$ cat config.mk
export PLATFORM = sky130hd
export DESIGN_NAME = float_to_fixed
export DESIGN_NICKNAME = d
export VERILOG_FILES = /design/src/rtl/f2f_fmt_pkg.sv /design/src/rtl/f2x_shift_round.sv /design/src/rtl/float_to_fixed.sv
export SDC_FILE = /design/constraint.sdc
export NUM_CORES = 1
export LEC_CHECK = 0
export CAP_MARGIN = 20
export CORE_AREA = 2 2 121 170
export CTS_CLUSTER_SIZE = 24
export DETAILED_ROUTE_END_ITERATION = 8
export DIE_AREA = 0 0 123 172
export HOLD_SLACK_MARGIN = 0.02
export PLACE_DENSITY = 0.88
export SETUP_SLACK_MARGIN = 0.15
export SLEW_MARGIN = 30
export SYNTH_ARGS = -nofsm -noshare
export SYNTH_HDL_FRONTEND = slang
export SYNTH_SLANG_ARGS = --single-unit
$ cat constraint.sdc
create_clock -name clk -period 7 [get_ports clk]
set_clock_uncertainty 0.15 [all_clocks]
set_input_delay 2.1 -clock clk [delete_from_list [all_inputs] [get_ports clk]]
set_output_delay 2.1 -clock clk [all_outputs]
set_load 0.01 [all_outputs]
$ cat src/rtl/f2f_fmt_pkg.sv
// Float format descriptors and value classes shared by float_to_fixed and fixed_to_float.
package f2f_fmt_pkg;

  typedef enum logic [1:0] {CLS_ZERO, CLS_NORM, CLS_INF, CLS_NAN} f2f_cls_e;

  function automatic int fmt_exp_wid(string fmt);
    if (fmt == "double")  return 11;
    if (fmt == "byte_10") return 15;
    return 8;
  endfunction

  function automatic int fmt_mant_wid(string fmt);
    if (fmt == "double")  return 52;
    if (fmt == "byte_10") return 64;
    return 23;
  endfunction

  function automatic int fmt_exp_bias(string fmt);
    return (1 << (fmt_exp_wid(fmt) - 1)) - 1;
  endfunction

  function automatic int fmt_float_wid(string fmt);
    return 1 + fmt_exp_wid(fmt) + fmt_mant_wid(fmt);
  endfunction

endpackage

$ cat src/rtl/f2x_shift_round.sv
// Two-level barrel shifter: coarse (multiple of 8) then fine shift, yielding magnitude,
// round bit and a flag for set bits above the output width.
module f2x_shift_round #(
  parameter int MW = 24,
  parameter int W  = 32,
  parameter int AW = 6
) (
  input  logic          clk,
  input  logic          rst,
  input  logic          clk_en,
  input  logic [MW-1:0] m,
  input  logic [AW-1:0] amt,
  input  logic          zero,
  input  logic          big,
  output logic [W-1:0]  mag,
  output logic          rnd,
  output logic          hi
);
  localparam int TW = 2*MW + W;
  localparam int TU = MW + W;
  localparam int FB = 3;

  logic [TW-1:0] t2;
  logic [FB-1:0] fa2;
  logic          big2;
  logic [TU-1:0] tu;

  // {m,0} << amt puts the integer LSB at bit MW+1 and the round bit at bit MW.
  always_ff @(posedge clk or posedge rst) begin
    if (rst) begin
      t2   <= '0;
      fa2  <= '0;
      big2 <= 1'b0;
    end else if (clk_en) begin
      t2   <= (zero | big) ? '0 : (TW'({m, 1'b0}) << {amt[AW-1:FB], {FB{1'b0}}});
      fa2  <= amt[FB-1:0];
      big2 <= big;
    end
  end

  assign tu = TU'((t2 << fa2) >> MW);

  always_ff @(posedge clk or posedge rst) begin
    if (rst) begin
      mag <= '0;
      rnd <= 1'b0;
      hi  <= 1'b0;
    end else if (clk_en) begin
      mag <= tu[W:1];
      rnd <= tu[0];
      hi  <= big2 | (|tu[TU-1:W+1]);
    end
  end

endmodule

$ cat src/rtl/float_to_fixed.sv
// Pipelined float -> signed fixed-point converter, 4 enabled cycles of latency.
// Define F2X_SATURATE_EN to clamp out-of-range/Inf results instead of wrapping.
module float_to_fixed
  import f2f_fmt_pkg::*;
#(
  parameter string FLOAT_FMT = "float",
  parameter int    INT_WID   = 16,
  parameter int    FRA_WID   = 16,
  localparam int   FLOAT_WID = fmt_float_wid(FLOAT_FMT)
) (
  input  logic                 clk,
  input  logic                 rst,
  input  logic                 clk_en,
  input  logic                 in_valid,
  input  logic [FLOAT_WID-1:0] float_val,
  output logic                 out_valid,
  output logic [INT_WID-1:0]   fixed_integer,
  output logic [FRA_WID-1:0]   fixed_fraction,
  output logic                 overflow
);
  localparam int EW     = fmt_exp_wid(FLOAT_FMT);
  localparam int MANT   = fmt_mant_wid(FLOAT_FMT);
  localparam int BIAS   = fmt_exp_bias(FLOAT_FMT);
  localparam int MW     = MANT + 1;
  localparam int W      = INT_WID + FRA_WID;
  localparam int KW     = EW + 2;
  localparam int AW     = $clog2(MW + W);
  localparam int STAGES = 3;
  localparam logic signed [KW-1:0] K_OFF = KW'(BIAS + MANT - FRA_WID);
  localparam logic signed [KW-1:0] K_HI  = KW'(W - 1);
  localparam logic signed [KW-1:0] K_LO  = KW'(-MW);

  typedef struct packed {
    logic          sign;
    f2f_cls_e      cls;
    logic [MW-1:0] m;
    logic [AW-1:0] amt;
    logic          zero;
    logic          big;
  } s1_t;

  logic [STAGES:0]     vld_pipe;
  s1_t                 s1_d, s1;
  logic [EW-1:0]       f_exp;
  logic [MANT-1:0]     f_mant;
  logic signed [KW-1:0] k;
  f2f_cls_e            cls;
  logic                sign2, sign3;
  f2f_cls_e            cls2, cls3;
  logic [W-1:0]        mag3, res;
  logic                rnd3, hi3, ovf_mag, ovf_n;
  logic [W:0]          sum;

  // S1 decode: shift amount is biased by MW so both shift directions become one left shift.
  always_comb begin
    f_exp  = float_val[FLOAT_WID-2 -: EW];
    f_mant = float_val[MANT-1:0];
    k      = $signed({2'b00, f_exp}) - K_OFF;
    cls    = CLS_NORM;
    if (f_exp == '0)  cls = CLS_ZERO;
    else if (&f_exp)  cls = (f_mant == '0) ? CLS_INF : CLS_NAN;
    s1_d.sign = float_val[FLOAT_WID-1];
    s1_d.cls  = cls;
    s1_d.m    = {1'b1, f_mant};
    s1_d.zero = (cls == CLS_ZERO) | (cls == CLS_NAN) | ((cls == CLS_NORM) && (k < K_LO));
    s1_d.big  = (cls == CLS_INF) | ((cls == CLS_NORM) && (k > K_HI));
    s1_d.amt  = AW'(k - K_LO);
  end

  always_ff @(posedge clk or posedge rst) begin
    if (rst) begin
      vld_pipe <= '0;
      s1       <= '0;
      sign2    <= 1'b0;
      sign3    <= 1'b0;
      cls2     <= CLS_ZERO;
      cls3     <= CLS_ZERO;
    end else if (clk_en) begin
      vld_pipe <= {vld_pipe[STAGES-1:0], in_valid};
      s1       <= s1_d;
      sign2    <= s1.sign;
      cls2     <= s1.cls;
      sign3    <= sign2;
      cls3     <= cls2;
    end
  end

  f2x_shift_round #(.MW(MW), .W(W), .AW(AW)) u_shift (
    .clk    (clk),
    .rst    (rst),
    .clk_en (clk_en),
    .m      (s1.m),
    .amt    (s1.amt),
    .zero   (s1.zero),
    .big    (s1.big),
    .mag    (mag3),
    .rnd    (rnd3),
    .hi     (hi3)
  );

  // S4: round half away on magnitude; the exact minimum negative value is in range.
  always_comb begin
    sum     = {1'b0, mag3} + {{W{1'b0}}, rnd3};
    ovf_mag = hi3 | sum[W] | (sum[W-1] & ~(sign3 & ~|sum[W-2:0]));
    res     = sign3 ? W'(-sum[W-1:0]) : sum[W-1:0];
    ovf_n   = 1'b0;
    if (cls3 == CLS_NAN) begin
      res   = '0;
      ovf_n = 1'b1;
    end else if (ovf_mag) begin
      ovf_n = 1'b1;
`ifdef F2X_SATURATE_EN
      res   = sign3 ? {1'b1, {(W-1){1'b0}}} : {1'b0, {(W-1){1'b1}}};
`endif
    end
    if (!vld_pipe[STAGES-1]) begin
      res   = '0;
      ovf_n = 1'b0;
    end
  end

  always_ff @(posedge clk or posedge rst) begin
    if (rst) begin
      fixed_integer  <= '0;
      fixed_fraction <= '0;
      overflow       <= 1'b0;
    end else if (clk_en) begin
      fixed_integer  <= res[W-1:FRA_WID];
      fixed_fraction <= res[FRA_WID-1:0];
      overflow       <= ovf_n;
    end
  end

  assign out_valid = vld_pipe[STAGES];

endmodule
* Yosys cells after proc, flatten, opt, wreduce, memory -nomap -nowiden
Index checks and enable logic that the tools add are counted.
Storage, ports and cells: bits in registers 196, input bits 36, output and inout bits 34
Operators by class: add/subtract/negate cells 4, order comparisons 2, equal/unequal tests 4, shift-type cells 2, muxes and demuxes 10, bitwise operators 10, reductions and logical operators 9
Operators by type and width (count):
- $mux W32 | 3
- $mux W80 | 1
- $shl A25 B6 Y80 | 1
- $shl A80 B3 Y80 | 1
- $add A32 B1 Y33 | 1
- $neg A32 Y32 | 1
- $reduce_or A31 Y1 | 1
- $logic_not A23 Y1 | 1
- $reduce_or A23 Y1 | 1
- $gt A9 B6 Y1 const B | 1
- $lt A9 B6 Y1 const B | 1
- $sub A8 B8 Y9 const B | 1
- $logic_not A8 Y1 | 1
- $reduce_and A8 Y1 | 1
- $or A1 B1 Y1 | 7
- $eq A2 B2 Y1 const B | 3
- $sub A6 B6 Y6 const B | 1
- $mux W1 | 4
- $mux W2 | 2
- $and A1 B1 Y1 | 2
- $eq A2 B1 Y1 const B | 1
- $logic_and A1 B1 Y1 | 2
- $logic_not A2 Y1 | 1
- $logic_not A1 Y1 | 1
- $not A1 Y1 | 1

* Logic depth before layout (Yosys ltp)
depth after elaboration 10, mapped depth 12, depth with buffers taken out 10

* Cells and area by module
From an unflattened synthesis, not the netlist that was laid out.
Second synthesis, totals: cells, all modules 1073, area total of the unflattened synthesis 10882.9 µm²
Modules (own cells, without submodules):
- f2x_shift_round | instances 1, cells an instance 563, area each 5794.3 µm²
- float_to_fixed | instances 1, cells an instance 510, area each 5088.6 µm²

* Worst setup path before layout
OpenSTA, ideal clock, no wires.
path type input to register, from input float_val[24], to register s1[1] (netlist name), library setup time 137 ps, arrival 3572 ps, required time 6713 ps, setup slack 3141 ps, stages on the path 7, buffers on the path 0, cells stage by stage ha_1 > xnor2_1 > inv_1 > ha_1 > or4_1 > a31oi_1 > a21oi_1
On the way: longest elaborated chain between the ends 6
Ends and longest elaborated chain:
- from (decl) | line float_to_fixed.sv:15 | input logic [FLOAT_WID-1:0] float_val,
- parallel branches: the longest is 5 deep, another holds $sub A8 B8 Y9
- $or A1 B1 Y1 (*) | line float_to_fixed.sv:65 | s1_d.zero = (cls == CLS_ZERO) | (cls == CLS_NAN) | ((cls == CLS_NORM) && (k < K_LO));
- to (signal assigned) | line float_to_fixed.sv:73 | s1 <= '0;
- to (signal assigned) | line float_to_fixed.sv:80 | s1 <= s1_d;
- to (decl) | line float_to_fixed.sv:43 | s1_t s1_d, s1;
Mark *: on every way between the ends. A chain may end at the register's enable or synchronous reset.

* Worst setup path in the final report
from register u_shift.mag[0], to register fixed_integer[14]
On the way: longest elaborated chain between the ends 5
Ends and longest elaborated chain:
- from (decl) | line f2x_shift_round.sv:15 | output logic [W-1:0] mag,
- from (signal assigned) | line f2x_shift_round.sv:49 | mag <= tu[W:1];
- $add A32 B1 Y33 (*) | line float_to_fixed.sv:103 | sum = {1'b0, mag3} + {{W{1'b0}}, rnd3};
- $neg A32 Y32 | line float_to_fixed.sv:105 | res = sign3 ? W'(-sum[W-1:0]) : sum[W-1:0];
- $mux W32 (*) | line float_to_fixed.sv:105
- $mux W32 (*) | line float_to_fixed.sv:107 | if (cls3 == CLS_NAN) begin
- $mux W32 (*) | line float_to_fixed.sv:116 | if (!vld_pipe[STAGES-1]) begin
- to (signal assigned) | line float_to_fixed.sv:128 | fixed_integer <= res[W-1:FRA_WID];
- to (decl) | line float_to_fixed.sv:17 | output logic [INT_WID-1:0] fixed_integer,
Mark *: on every way between the ends. The rest lies on a longest branch, timed or not.

==> results.json <==
{
  "status": "finished, final reports clean",
  "post-route-drc-count": 0,
  "whs_path_depth": 1,
  "wirelength_mm": 24.8,
  "period_needed_ns": 4.23,
  "power.static_leakage_nw": 4.83,
  "globalplace.congestion": 0.982,
  "required_ns": 7.15,
  "via_count": 8171,
  "ctsHoldBuffers": 0,
  "slowest_delay_ns": 0.63,
  "yosysTopAreaCell": "dfrtp_1",
  "grt_pass1_vias": 8196,
  "syn_nets": 1051,
  "grtUsageTotal_pct": 24.8,
  "worst_setup_path_end_kind": "flip-flop",
  "synth-seq-area-share_pct": 43.0,
  "rows": 61,
  "p_per_area_nw_per_um2": 255,
  "path_class": "flip-flop to flip-flop",
  "synthToLayoutAreaGrowth_pct": 13.5,
  "synth.top_cell.area_share_pct": 43.0,
  "dieArea_sq_um": 21200,
  "clk_path_buf_depth": 2,
  "r2r_cells": 10,
  "regArea_sq_um": 4490,
  "ant_nets": 0,
  "maxSlewHeadroom_pct": 40.9,
  "num_antenna_cells": 0,
  "syn-cell-area_sq_um": 10400,
  "cts_resized": 0,
  "cp_cell_sequence": "ha_1 > ha_1 > nand3_1 > nor4_4 > xor2_1 > nor3_2 > nand4_1 > o31ai_1 > xor2_1 > o2bb2ai_1",
  "viasPerCell": 6.33,
  "wire_per_inst_um": 19.2,
  "synth_edf_count": 0,
  "syn_avg_cell_area_sq_um": 10.4,
  "h-tree-depth": 4,
  "worst_path_max_delay_cell": "nor4_4",
  "max-cap-violations": 0,
  "finalSetupViolCount": 0,
  "fmax_mhz": 236,
  "drtIter0Drc": 918,
  "io_pins": 70,
  "synthDistinctLibCells": 68,
  "firstDrtPassIters": 5,
  "nFillCells": 1581,
  "netlist_instances": 1006,
  "multi_input_area_sq_um": 5470,
  "finalHoldViolCount": 0,
  "nNetsFinal": 1070,
  "clockRootBuffer": "clkbuf_16",
  "cp.arrival_ns": 4.38,
  "hold_class": "flip-flop to flip-flop",
  "hpwl_mm": 17.3,
  "cts.sinks": 179,
  "grt_pass1_wl_mm": 41.2,
  "grt_overflow": 0,
  "initial_core_util_pct": 53.0,
  "ys.flop_type": "dfrtp_1",
  "cts_buffers": 17,
  "synth_area_leaders": "dfrtp_1 43%, mux4_2 5.4%, mux2i_1 5.3%",
  "path_max_fanout": 11,
  "yosys-top-cells-count": "179 x dfrtp_1, 79 x nor2_1, 66 x a21oi_1",
  "min_period_over_period_pct": 60.4,
  "tritoncts": "done",
  "synthArstFlopShare_pct": 100,
  "post-route-util_pct": 60.1,
  "ir_drop_mv": 0.169,
  "postCtsSetupBuffers": 0,
  "worstSetupStartpointType": "flip-flop",
  "fin_setup_tns_ns": 0,
  "grt_max_degree": 180,
  "synthMostInstantiatedCell": "dfrtp_1",
  "synth_warnings": 0,
  "clkTransAtPathRegs_ns": 0.07,
  "fp.dieW_um": 123,
  "rsz0062_at_grt": "false",
  "slew_viol_final": 0,
  "dieHeight_um": 172,
  "antenna_found_initial": 0,
  "portBuffers": 69,
  "clk_latency_ns": 0.44,
  "max_slew.worst_pin.slew_ns": 0.880,
  "synth-seq-cells": 179,
  "drive_above_1_share_pct": 13.8,
  "core_area_sq_um": 19700
}
-- final cells by class --
class | instances | area share [%]
clock buffers | 19 | 3.74
multi-input cells | 707 | 46.2
inverters | 41 | 1.33
flip-flops and latches | 179 | 37.9
well taps | 252 | 2.66
clock inverters | 13 | 1.47
repair buffers | 79 | 6.72
-- power breakdown --
group	internal, mW	total, mW	switching [mW]
logic	0.353	0.719	0.366
clock network	0.577	0.991	0.414
registers	1.15	1.31	0.154
total	2.08	3.02	0.934
-- per-layer routing --
| layer | part of all wire (%) | track usage [%] | vias to the layer above |
|---|---|---|---|
| li1 | - | - | 3772 |
| met4 | 5.0 | 13.8 | 0 |
| met5 | 0 | 0 | - |
| met2 | 53 | 44.1 | 303 |
| met1 | 38 | 28.1 | 4020 |
| met3 | 4.5 | 3.99 | 76 |
-- cells in the final DEF, fill, tap and decap left out, types with 13 or more instances in the layout --
| cell type | netlist | routed |
|---|---|---|
| a21oi_1 | 66 | 66 |
| o2bb2ai_1 | 61 | 61 |
| nor3_1 | 18 | 18 |
| clkdlybuf4s50_1 | 0 | 68 |
| nor4_1 | 15 | 15 |
| o22ai_1 | 13 | 13 |
| mux4_2 | 25 | 25 |
| a22oi_1 | 15 | 15 |
| clkbuf_16 | 0 | 17 |
| mux2i_1 | 55 | 55 |
| nand3_1 | 20 | 20 |
| nand2_1 | 50 | 50 |
| xnor2_1 | 43 | 43 |
| inv_1 | 40 | 39 |
| nand4_1 | 17 | 17 |
| nor2_1 | 79 | 79 |
| dfrtp_1 | 179 | 175 |
| mux2_2 | 47 | 47 |
| o21ai_0 | 31 | 31 |
| xor2_1 | 25 | 25 |
-- worst max-delay path: cells and delay by family (launching register included) --
kind / cells / cell delay (ns)
simple gates: 4 / 1.90
flops: 1 / 0.36
compound gates: 2 / 0.47
fa+ha+maj: 2 / 0.81
xor+xnor: 2 / 0.40
-- per-stage QoR --
step | hold WS, ns | cell area, sq um | setup WS [ns] | total power, mW | std cells
6_report | 0.332 | 11800 | 2.77 | 3.02 | 1290
5_1_grt | 0.346 | 11800 | 2.46 | 3.16 | 1290
4_1_cts | 0.341 | 11800 | 2.82 | 3.02 | 1289
3_5_place_dp | 0.323 | 11200 | 2.38 | 2.03 | 1257
3_3_place_gp | 0.313 | 11200 | 2.44 | 2.01 | 1257
2_1_floorplan | 0.299 | 10400 | 2.46 | 1.78 | 1006
-- registers in the layout (all words and copies together), names as in the netlist --
name,flops
u_shift.t2,63
s1,35
u_shift.mag,32
fixed_fraction,16
fixed_integer,16
vld_pipe,4
u_shift.fa2,3
cls2,2
cls3,2
overflow,1
sign2,1
sign3,1
u_shift.big2,1
u_shift.hi,1
u_shift.rnd,1
-- worst paths after layout --
check                                          startpoint                        endpoint  slack (ns)
max                            u_shift.mag[0]$_DFFE_PP0P_   fixed_integer[14]$_DFFE_PP0P_        2.77
min                        fixed_fraction[13]$_DFFE_PP0P_  fixed_fraction[13]$_DFFE_PP0P_        0.33
max reg2reg                    u_shift.mag[0]$_DFFE_PP0P_   fixed_integer[14]$_DFFE_PP0P_        2.77
min reg2reg                fixed_fraction[13]$_DFFE_PP0P_  fixed_fraction[13]$_DFFE_PP0P_        0.33
max in group asynchronous                             rst      u_shift.fa2[1]$_DFFE_PP0P_        3.92
min in group asynchronous                             rst               sign2$_DFFE_PP0P_        1.98
-- cells by family (layout without fill, tap and decap cells) --
kind of cell / Yosys count / in the layout / share of synthesized area, %
compound gates: 254 / 254 / 17.4
xor+xnor: 68 / 68 / 5.71
fa+ha+maj: 9 / 9 / 1.08
buf+inv: 120 / 152 / 4.62
flops: 179 / 179 / 43.0
mux: 127 / 127 / 15.8
simple gates: 249 / 249 / 12.5
Power figures use the tool's default switching activity.
